File: src/rtl/jimbo_pin_bridge_if.sv
// Core-side request/acknowledge bus of the Jimbo pin bridge.
//   master : the CPU core (drives request, write flag, address, write data)
//   slave  : jimbo_pin_bridge (returns read data, ack pulse, error flag)
// Parameters: ADDR_W core address width, DATA_W core data width.
interface jimbo_pin_bridge_if #(
  parameter int ADDR_W = 12,
  parameter int DATA_W = 4
);
  logic              core_req;
  logic              core_we;
  logic [ADDR_W-1:0] core_addr;
  logic [DATA_W-1:0] core_wdata;
  logic [DATA_W-1:0] core_rdata;
  logic              core_ack;
  logic              core_err;

  modport master (
    output core_req, core_we, core_addr, core_wdata,
    input  core_rdata, core_ack, core_err
  );

  modport slave (
    input  core_req, core_we, core_addr, core_wdata,
    output core_rdata, core_ack, core_err
  );
endinterface

File: src/rtl/jimbo_pin_bridge.sv
// Jimbo CPU core to TinyTapeout pin ring bridge.
// A core request is turned into a multiplexed pin transaction: the address is
// sent in PIN_W-bit chunks (most significant first, top chunk zero-padded),
// then a data phase of WAIT_MIN+1 cycles minimum, stretchable by pin_wait,
// then a one-cycle core_ack.
// Ports:
//   clk, rst_n    clock, asynchronous active-low reset
//   core          jimbo_pin_bridge_if.slave (req/we/addr/wdata in, rdata/ack/err out)
//   pin_addr      current address chunk        pin_ale      address-latch strobe
//   pin_we        write strobe (write data)    pin_data_out write data
//   pin_data_oe   data pin output enable       pin_data_in  read data from pins
//   pin_wait      external wait, stretches the data phase
// Optional feature: define JIMBO_BRIDGE_TIMEOUT_EN to bound the wait stretch
// to TIMEOUT cycles; a timed-out transaction acks with core_err=1 and reads
// return all-ones. Without it core_err is tied low.
// Every output is a flop driven from the registered state, so pins and core
// outputs show the state one cycle after it is entered.
module jimbo_pin_bridge #(
  parameter int ADDR_W   = 12,
  parameter int DATA_W   = 4,
  parameter int PIN_W    = 8,
  parameter int WAIT_MIN = 1,
  parameter int TIMEOUT  = 64
) (
  input  logic              clk,
  input  logic              rst_n,
  jimbo_pin_bridge_if.slave core,
  output logic [PIN_W-1:0]  pin_addr,
  output logic              pin_ale,
  output logic              pin_we,
  output logic [DATA_W-1:0] pin_data_out,
  output logic              pin_data_oe,
  input  logic [DATA_W-1:0] pin_data_in,
  input  logic              pin_wait
);

  localparam int N_CHUNK = (ADDR_W + PIN_W - 1) / PIN_W;
  localparam int PAD_W   = N_CHUNK * PIN_W;
  localparam int CHUNK_W = (N_CHUNK > 1) ? $clog2(N_CHUNK) : 1;
  localparam int WAIT_W  = 4;
  localparam logic [CHUNK_W-1:0] CHUNK_LAST = CHUNK_W'(N_CHUNK - 1);

  // Reject parameter values the wait counter and timeout cannot represent.
  if (WAIT_MIN < 0 || WAIT_MIN > 15 || TIMEOUT < 1) begin : g_param_check
    $error("jimbo_pin_bridge: WAIT_MIN must be 0..15 and TIMEOUT >= 1");
  end

  typedef enum logic [1:0] {
    ST_IDLE = 2'd0,
    ST_ADDR = 2'd1,
    ST_DATA = 2'd2,
    ST_ACK  = 2'd3
  } state_t;

  state_t              state_r, state_nxt_s;
  logic                accept_s, data_done_s, data_phase_wr_s;
  logic                we_r;
  logic [PAD_W-1:0]    addr_sh_r;    // padded address, shifted left per chunk
  logic [DATA_W-1:0]   wdata_r;
  logic [CHUNK_W-1:0]  chunk_r;
  logic [WAIT_W-1:0]   wait_cnt_r;
  logic [DATA_W-1:0]   core_rdata_r, pin_data_out_r;
  logic [PIN_W-1:0]    pin_addr_r;
  logic                core_ack_r, pin_ale_r, pin_we_r, pin_data_oe_r;

`ifdef JIMBO_BRIDGE_TIMEOUT_EN
  localparam int STRETCH_W = $clog2(TIMEOUT + 1);
  logic [STRETCH_W-1:0] stretch_r;
  logic                 timeout_hit_s, stretch_inc_s, timed_out_r, core_err_r;
`endif

  // FSM state register.
  always_ff @(posedge clk or negedge rst_n) begin
    if (!rst_n) begin
      state_r <= ST_IDLE;
    end else begin
      state_r <= state_nxt_s;
    end
  end

  // FSM next-state and per-cycle control decisions.
  always_comb begin
    state_nxt_s = state_r;
    accept_s    = 1'b0;
    data_done_s = 1'b0;
`ifdef JIMBO_BRIDGE_TIMEOUT_EN
    timeout_hit_s = 1'b0;
    stretch_inc_s = 1'b0;
`endif
    case (state_r)
      ST_IDLE: begin
        if (core.core_req) begin
          state_nxt_s = ST_ADDR;
          accept_s    = 1'b1;
        end else begin
          state_nxt_s = ST_IDLE;
        end
      end
      ST_ADDR: begin
        if (chunk_r == CHUNK_LAST) begin
          state_nxt_s = ST_DATA;
        end else begin
          state_nxt_s = ST_ADDR;
        end
      end
      ST_DATA: begin
        // pin_wait only matters once the minimum wait cycles are spent.
        if (wait_cnt_r != 4'd0) begin
          state_nxt_s = ST_DATA;
`ifdef JIMBO_BRIDGE_TIMEOUT_EN
        end else if (stretch_r == STRETCH_W'(TIMEOUT)) begin
          state_nxt_s   = ST_ACK;
          timeout_hit_s = 1'b1;
`endif
        end else if (!pin_wait) begin
          state_nxt_s = ST_ACK;
          data_done_s = 1'b1;
        end else begin
          state_nxt_s = ST_DATA;
`ifdef JIMBO_BRIDGE_TIMEOUT_EN
          stretch_inc_s = 1'b1;
`endif
        end
      end
      ST_ACK: begin
        state_nxt_s = ST_IDLE;
      end
      default: begin
        state_nxt_s = ST_IDLE;
      end
    endcase
  end

  assign data_phase_wr_s = (state_r == ST_DATA) && we_r;

  // Request latching, address chunking, wait counter and read-data capture.
  always_ff @(posedge clk or negedge rst_n) begin
    if (!rst_n) begin
      we_r         <= 1'b0;
      addr_sh_r    <= '0;
      wdata_r      <= '0;
      chunk_r      <= '0;
      wait_cnt_r   <= '0;
      core_rdata_r <= '0;
    end else begin
      if (accept_s) begin
        we_r      <= core.core_we;
        addr_sh_r <= PAD_W'(core.core_addr);
        wdata_r   <= core.core_wdata;
        chunk_r   <= '0;
      end else if (state_r == ST_ADDR) begin
        addr_sh_r <= addr_sh_r << PIN_W;
        chunk_r   <= chunk_r + CHUNK_W'(1);
      end
      if (state_r == ST_ADDR && state_nxt_s == ST_DATA) begin
        wait_cnt_r <= WAIT_W'(WAIT_MIN);
      end else if (state_r == ST_DATA && wait_cnt_r != 4'd0) begin
        wait_cnt_r <= wait_cnt_r - 4'd1;
      end
      if (data_done_s && !we_r) begin
        core_rdata_r <= pin_data_in;
`ifdef JIMBO_BRIDGE_TIMEOUT_EN
      end else if (timeout_hit_s && !we_r) begin
        core_rdata_r <= '1;
`endif
      end
    end
  end

  // Registered pin strobes and core acknowledge, derived from the current state.
  always_ff @(posedge clk or negedge rst_n) begin
    if (!rst_n) begin
      pin_addr_r     <= '0;
      pin_ale_r      <= 1'b0;
      pin_we_r       <= 1'b0;
      pin_data_oe_r  <= 1'b0;
      pin_data_out_r <= '0;
      core_ack_r     <= 1'b0;
    end else begin
      case (state_r)
        ST_ADDR: pin_addr_r <= addr_sh_r[PAD_W-1 -: PIN_W];
        ST_DATA: pin_addr_r <= pin_addr_r;   // hold the last chunk
        default: pin_addr_r <= '0;
      endcase
      pin_ale_r      <= (state_r == ST_ADDR);
      pin_we_r       <= data_phase_wr_s;
      pin_data_oe_r  <= data_phase_wr_s;
      pin_data_out_r <= data_phase_wr_s ? wdata_r : '0;
      core_ack_r     <= (state_r == ST_ACK);
    end
  end

`ifdef JIMBO_BRIDGE_TIMEOUT_EN
  // Stretch counter and timeout flag; the counter restarts on every DATA entry.
  always_ff @(posedge clk or negedge rst_n) begin
    if (!rst_n) begin
      stretch_r   <= '0;
      timed_out_r <= 1'b0;
      core_err_r  <= 1'b0;
    end else begin
      if (state_r == ST_ADDR && state_nxt_s == ST_DATA) begin
        stretch_r <= '0;
      end else if (stretch_inc_s) begin
        stretch_r <= stretch_r + STRETCH_W'(1);
      end
      if (accept_s) begin
        timed_out_r <= 1'b0;
      end else if (timeout_hit_s) begin
        timed_out_r <= 1'b1;
      end
      core_err_r <= (state_r == ST_ACK) && timed_out_r;
    end
  end
  assign core.core_err = core_err_r;
`else
  assign core.core_err = 1'b0;
`endif

  assign core.core_rdata = core_rdata_r;
  assign core.core_ack   = core_ack_r;
  assign pin_addr        = pin_addr_r;
  assign pin_ale         = pin_ale_r;
  assign pin_we          = pin_we_r;
  assign pin_data_out    = pin_data_out_r;
  assign pin_data_oe     = pin_data_oe_r;

endmodule

File: src/flat_wrapper.sv
// flat-port wrapper written by rule: the top's interface ports become plain ports
module jimbo_pin_bridge_flat 
#(
  parameter int ADDR_W   = 12,
  parameter int DATA_W   = 4,
  parameter int PIN_W    = 8,
  parameter int WAIT_MIN = 1,
  parameter int TIMEOUT  = 64
)
  (clk, rst_n, pin_addr, pin_ale, pin_we, pin_data_out, pin_data_oe, pin_data_in, pin_wait, core_core_req, core_core_we, core_core_addr, core_core_wdata, core_core_rdata, core_core_ack, core_core_err);
  jimbo_pin_bridge_if #(.ADDR_W(ADDR_W), .DATA_W(DATA_W)) core_i ();
  input  logic clk;
  input  logic rst_n;
  output logic [PIN_W-1:0] pin_addr;
  output logic pin_ale;
  output logic pin_we;
  output logic [DATA_W-1:0] pin_data_out;
  output logic pin_data_oe;
  input  logic [DATA_W-1:0] pin_data_in;
  input  logic pin_wait;
  input wire logic [$bits(core_i.core_req)-1:0] core_core_req;
  input wire logic [$bits(core_i.core_we)-1:0] core_core_we;
  input wire logic [$bits(core_i.core_addr)-1:0] core_core_addr;
  input wire logic [$bits(core_i.core_wdata)-1:0] core_core_wdata;
  output wire logic [$bits(core_i.core_rdata)-1:0] core_core_rdata;
  output wire logic [$bits(core_i.core_ack)-1:0] core_core_ack;
  output wire logic [$bits(core_i.core_err)-1:0] core_core_err;
  assign core_i.core_req = core_core_req;
  assign core_i.core_we = core_core_we;
  assign core_i.core_addr = core_core_addr;
  assign core_i.core_wdata = core_core_wdata;
  assign core_core_rdata = core_i.core_rdata;
  assign core_core_ack = core_i.core_ack;
  assign core_core_err = core_i.core_err;
  jimbo_pin_bridge #(.ADDR_W(ADDR_W), .DATA_W(DATA_W), .PIN_W(PIN_W), .WAIT_MIN(WAIT_MIN), .TIMEOUT(TIMEOUT)) u_core (.clk(clk), .rst_n(rst_n), .core(core_i), .pin_addr(pin_addr), .pin_ale(pin_ale), .pin_we(pin_we), .pin_data_out(pin_data_out), .pin_data_oe(pin_data_oe), .pin_data_in(pin_data_in), .pin_wait(pin_wait));
endmodule
File: config.mk
export PLATFORM = sky130hd
export DESIGN_NAME = jimbo_pin_bridge_flat
export DESIGN_NICKNAME = d
export VERILOG_FILES = /design/src/rtl/jimbo_pin_bridge_if.sv /design/src/rtl/jimbo_pin_bridge.sv /design/src/flat_wrapper.sv
export SDC_FILE = /design/constraint.sdc
export NUM_CORES = 1
export LEC_CHECK = 0
export BUFFER_PORTS_ARGS = -buffer_cell sky130_fd_sc_hd__clkbuf_2
export CAP_MARGIN = 15
export CELL_PAD_IN_SITES_DETAIL_PLACEMENT = 1
export CELL_PAD_IN_SITES_GLOBAL_PLACEMENT = 2
export CORE_UTILIZATION = 31
export CTS_BUF_LIST = sky130_fd_sc_hd__clkbuf_4
export CTS_CLUSTER_DIAMETER = 120
export DETAILED_ROUTE_END_ITERATION = 12
export PLACE_DENSITY_LB_ADDON = 0.1
export SYNTH_ARGS = -nofsm -noshare
export SYNTH_HDL_FRONTEND = slang
export SYNTH_SLANG_ARGS = --single-unit
File: constraint.sdc
create_clock -name clk -period 1.6 [get_ports clk]
set_clock_uncertainty 0.15 [all_clocks]
set_input_delay 0.32 -clock clk [delete_from_list [all_inputs] [get_ports clk]]
set_output_delay 0.32 -clock clk [all_outputs]
set_load 0.05 [all_outputs]
==> flow_summary.yaml <==
clock_tree:
  htree_levels: 2
  cts.root.buffer_cell: "clkbuf_4"
  max-clock-path-buffers: 2
  clock_transition_time_at_the_flip_flop_clock_pins_of_the_worst_setup_and_hold_paths_ns: 0.14
  insertion_delay_ns: 0.37
  cts_buffers: 5
  tritoncts: "built"
  clock_sinks: 47
pwr:
  p_seq_share_pct: 36.4
  net-switching-power_uw: 2260
  p_int_uw: 3140
  clkPwrFrac_pct: 13.0
  switching_share_pct: 41.9
  vdd.ir_drop.worst_uv: 644
  total_leakage_power_uw: 0.00146
  p_comb_share_pct: 50.6
  power_density_nw_per_um2: 1930
place:
  dp_worst_setup_slack_ns: -0.284
  place.detailed.instances: 300
  routabilityCongestion: 0.728
  port_buffers: 44
  detailedPlacementHpwl_mm: 3.15
  post_dp_cell_area_um2: 2360
routing:
  wire_per_inst_um: 15.0
  final_antenna_net_count: 0
  num_vias: 1590
  detail_route.wirelength_mm: 4.95
  vias_per_cell: 4.83
  drt_drc_violations_left: 0
  drt_first_iter_violations: 54
  dr.pass1.iters: 4
die:
  die-width_um: 80.4
  start_util_pct: 32.2
  core.rowCount: 28
  design.core.area_um2: 5920
  chipHeight_um: 80.4
  die-area_um2: 6470
  floorplan.io_pins: 46
logic_synthesis:
  netlist_area_um2: 1910
  ys_dominant_reg_cell: "dfrtp_1"
  synth_nets: 200
  async_flop_share_pct: 100
  yosys.cell_types.count: 32
  synthesized_area_fraction_occupied_by_adder_cells_pct: 1.31
  yosys.area.top_type: "dfrtp_1"
  synth-compound-area-share_pct: 8.79
  synthTopCellsByCount: "dfrtp_1, nand2_1, nand3_1"
  synth.area.mux_share_pct: 3.74
  basic_gate_share_of_the_synthesized_area_counting_and_or_nand_and_nor_cells_pct: 20.8
  netlist.area_leader.share_pct: 61.7
  synth.ff_latch_count: 47
  post-synth-top-count-cell: "dfrtp_1"
  ranking_of_synthesized_cells_by_area: "dfrtp_1, nand2_1, nand3_1, a22o_1, mux2_4"
  synth_enable_flop_cells: 0
  number_of_instances_in_the_synthesized_netlist: 173
  yosys_warnings: 0
  largest_family_of_logic_cells_by_synthesized_area: "simple AND/OR/NAND/NOR gates"
  synth_xor_area_share_pct: 0
  sequential_element_share_of_the_synthesized_area_pct: 61.7
  synthesis.area_per_instance_um2: 11.0
timing:
  slew_violations: 0
  rsz0062_at_grt: "yes"
  min_period_over_period_pct: 115
  least_setup_slack_across_all_paths_after_layout_ns: -0.243
  fmaxAchievable_ghz: 0.543
  total_of_endpoints_with_negative_setup_slack_in_the_final_report: 7
  final_hold_vios: 0
  finalSetupTns_ns: -1.48
  period_minus_slack_ns: 1.84
grt:
  gr-total-overflow: 0
  globalRouteTotalUtil_pct: 17.0
  grt_pass1_vias: 1644
  initial_antenna_violation_count: 0
  grt_first_pass_wirelength_mm: 8.07
  maximum_number_of_pins_on_one_net_before_global_route_repair: 48
critical_path:
  setup.worst_path.start_class: "register"
  crit_type: "reg -> reg"
  path_max_fanout: 4
  crit_arrival_ns: 1.95
  crit_required_ns: 1.71
  crit_chain: "inv_2 > ha_4 > nand2b_4 > or4b_4 > mux2_4"
  worstSetupEndpointType: "register"
  ff2ff_setup_slack_ns: -0.24
  critical-path-slowest-cell: "or4b_4"
  slowest_delay_ns: 0.54
finish:
  finalNonFillerCells: 329
  post_route_cells_drive_above_1_share_pct: 42.1
  count_of_antenna_diodes_in_the_layout: 0
  final_nets: 281
  synthToLayoutAreaGrowth_pct: 46.6
  layout.cell_area.non_filler_um2: 2800
  num-fill-cells: 662
run:
  maxCapViolCount: 0
outcome:
  outcome: "finished with violations"
  failed_checks: "negative setup slack"
hold_path:
  holdCritPathClass: "in -> reg"
## final cells by class
| cell class | instances | area, µm² | share of cell area, % |
|---|---|---|---|
| timing repair buffer | 86 | 664 | 23.8 |
| clock inverter | 2 | 37.5 | 1.34 |
| clock buffer | 5 | 37.5 | 1.34 |
| inverter | 3 | 11.3 | 0.403 |
| sequential | 47 | 1180 | 42.1 |
| tap | 75 | 93.8 | 3.36 |
| multi-input combinational | 111 | 774 | 27.7 |
## cells in the final DEF, fill, tap and decap left out, drive strengths merged
master / synthesis / layout
a21oi: 1 / 1
dfrtp: 47 / 47
bufinv: 0 / 1
nand3: 17 / 17
nor2b: 1 / 1
or4: 1 / 1
nor2: 4 / 4
a31oi: 1 / 1
nor3b: 1 / 1
nor4: 1 / 1
or3b: 2 / 2
o211ai: 1 / 1
nand2: 45 / 45
a21boi: 1 / 1
and2: 2 / 2
a22oi: 5 / 5
clkinvlp: 0 / 1
a22o: 8 / 8
and3: 4 / 4
dlygate4sd3: 0 / 14
a32o: 2 / 2
clkbuf: 7 / 50
buf: 5 / 27
a221oi: 1 / 1
or4b: 1 / 1
conb: 1 / 1
ha: 2 / 2
inv: 3 / 3
nand2b: 3 / 3
o21ai: 1 / 1
mux2: 5 / 5
## kinds of logic after synthesis
kind of cell	after synthesis
DFF	47
and+or+nand+nor	82
other	1
AOI/OAI and AO/OA	21
muxes	5
adders and majority gates	2
buffers and inverters	15
## sequential cells by signal (all words and copies together), names as in the netlist
name and cells:
u_core.we_r 1, u_core.pin_we 1, u_core.pin_ale 1, u_core.pin_addr 8, u_core.state_r 2, u_core.wait_cnt_r 4, u_core.core.core_rdata 4, u_core.pin_data_out 4
u_core.addr_sh_r 16, u_core.core.core_ack 1, u_core.chunk_r 1, u_core.wdata_r 4
## power groups by stage
stage	registers [µW]	clock network, µW	logic, µW
global placement	1940	0	2170
finish	1960	701	2730
detailed placement	1960	0	2250
global route	2020	782	2970
floorplan	2410	0	952
CTS	1950	735	2480
## per-stage QoR
step	hold WS [ns]	util, %	power, µW
2_1_floorplan	-0.126	-	3370
3_3_place_gp	0.175	39.8	4110
3_5_place_dp	0.190	39.8	4210
4_1_cts	0.00679	44.9	5160
5_1_grt	0.0101	47.2	5770
6_report	0.0236	47.2	5390
## worst max-delay path: cells and delay by family (launching register included)
family / cells / cell delay [ns]
and+or+nand+nor: 2 / 0.59
adders and majority gates: 1 / 0.14
muxes: 1 / 0.32
DFF: 1 / 0.43
buffers and inverters: 1 / 0.09
## metal layers
metal	up-vias	GRT usage [%]	routed length, µm
met1	802	21.6	2100
met3	10	3.41	150
met4	0	8.21	106
li1	752	-	-
met5	-	0	0
met2	26	27.5	2590
## timing repair
| item | 4_1_cts | 5_1_grt |
|---|---|---|
| hold buffers | 14 | 0 |
| hold endpoints to repair | 60 | 0 |
| pin swaps | 5 | 8 |
| buffers inserted | 3 | 3 |
| gates resized for setup | 11 | 21 |
| gates cloned | 1 | 1 |
| endpoints found under the setup margin | 24 | 10 |
## path summary, 6_finish.rpt
| path | startpoint | to | depth (start not counted) |
|---|---|---|---|
| hold reg to reg | u_core.wdata_r[0] | u_core.wdata_r[0] | 2 |
| setup / recovery | u_core.wait_cnt_r[1] | u_core.core.core_rdata[0] | 5 |
| max in group asynchronous | rst_n | u_core.core.core_rdata[1] | 3 |
| setup reg to reg | u_core.wait_cnt_r[1] | u_core.core.core_rdata[0] | 5 |
| hold / removal | core_core_addr[9] | u_core.addr_sh_r[9] | 3 |
| min in group asynchronous | rst_n | u_core.core.core_ack | 3 |
Power figures use the tool's default switching activity.
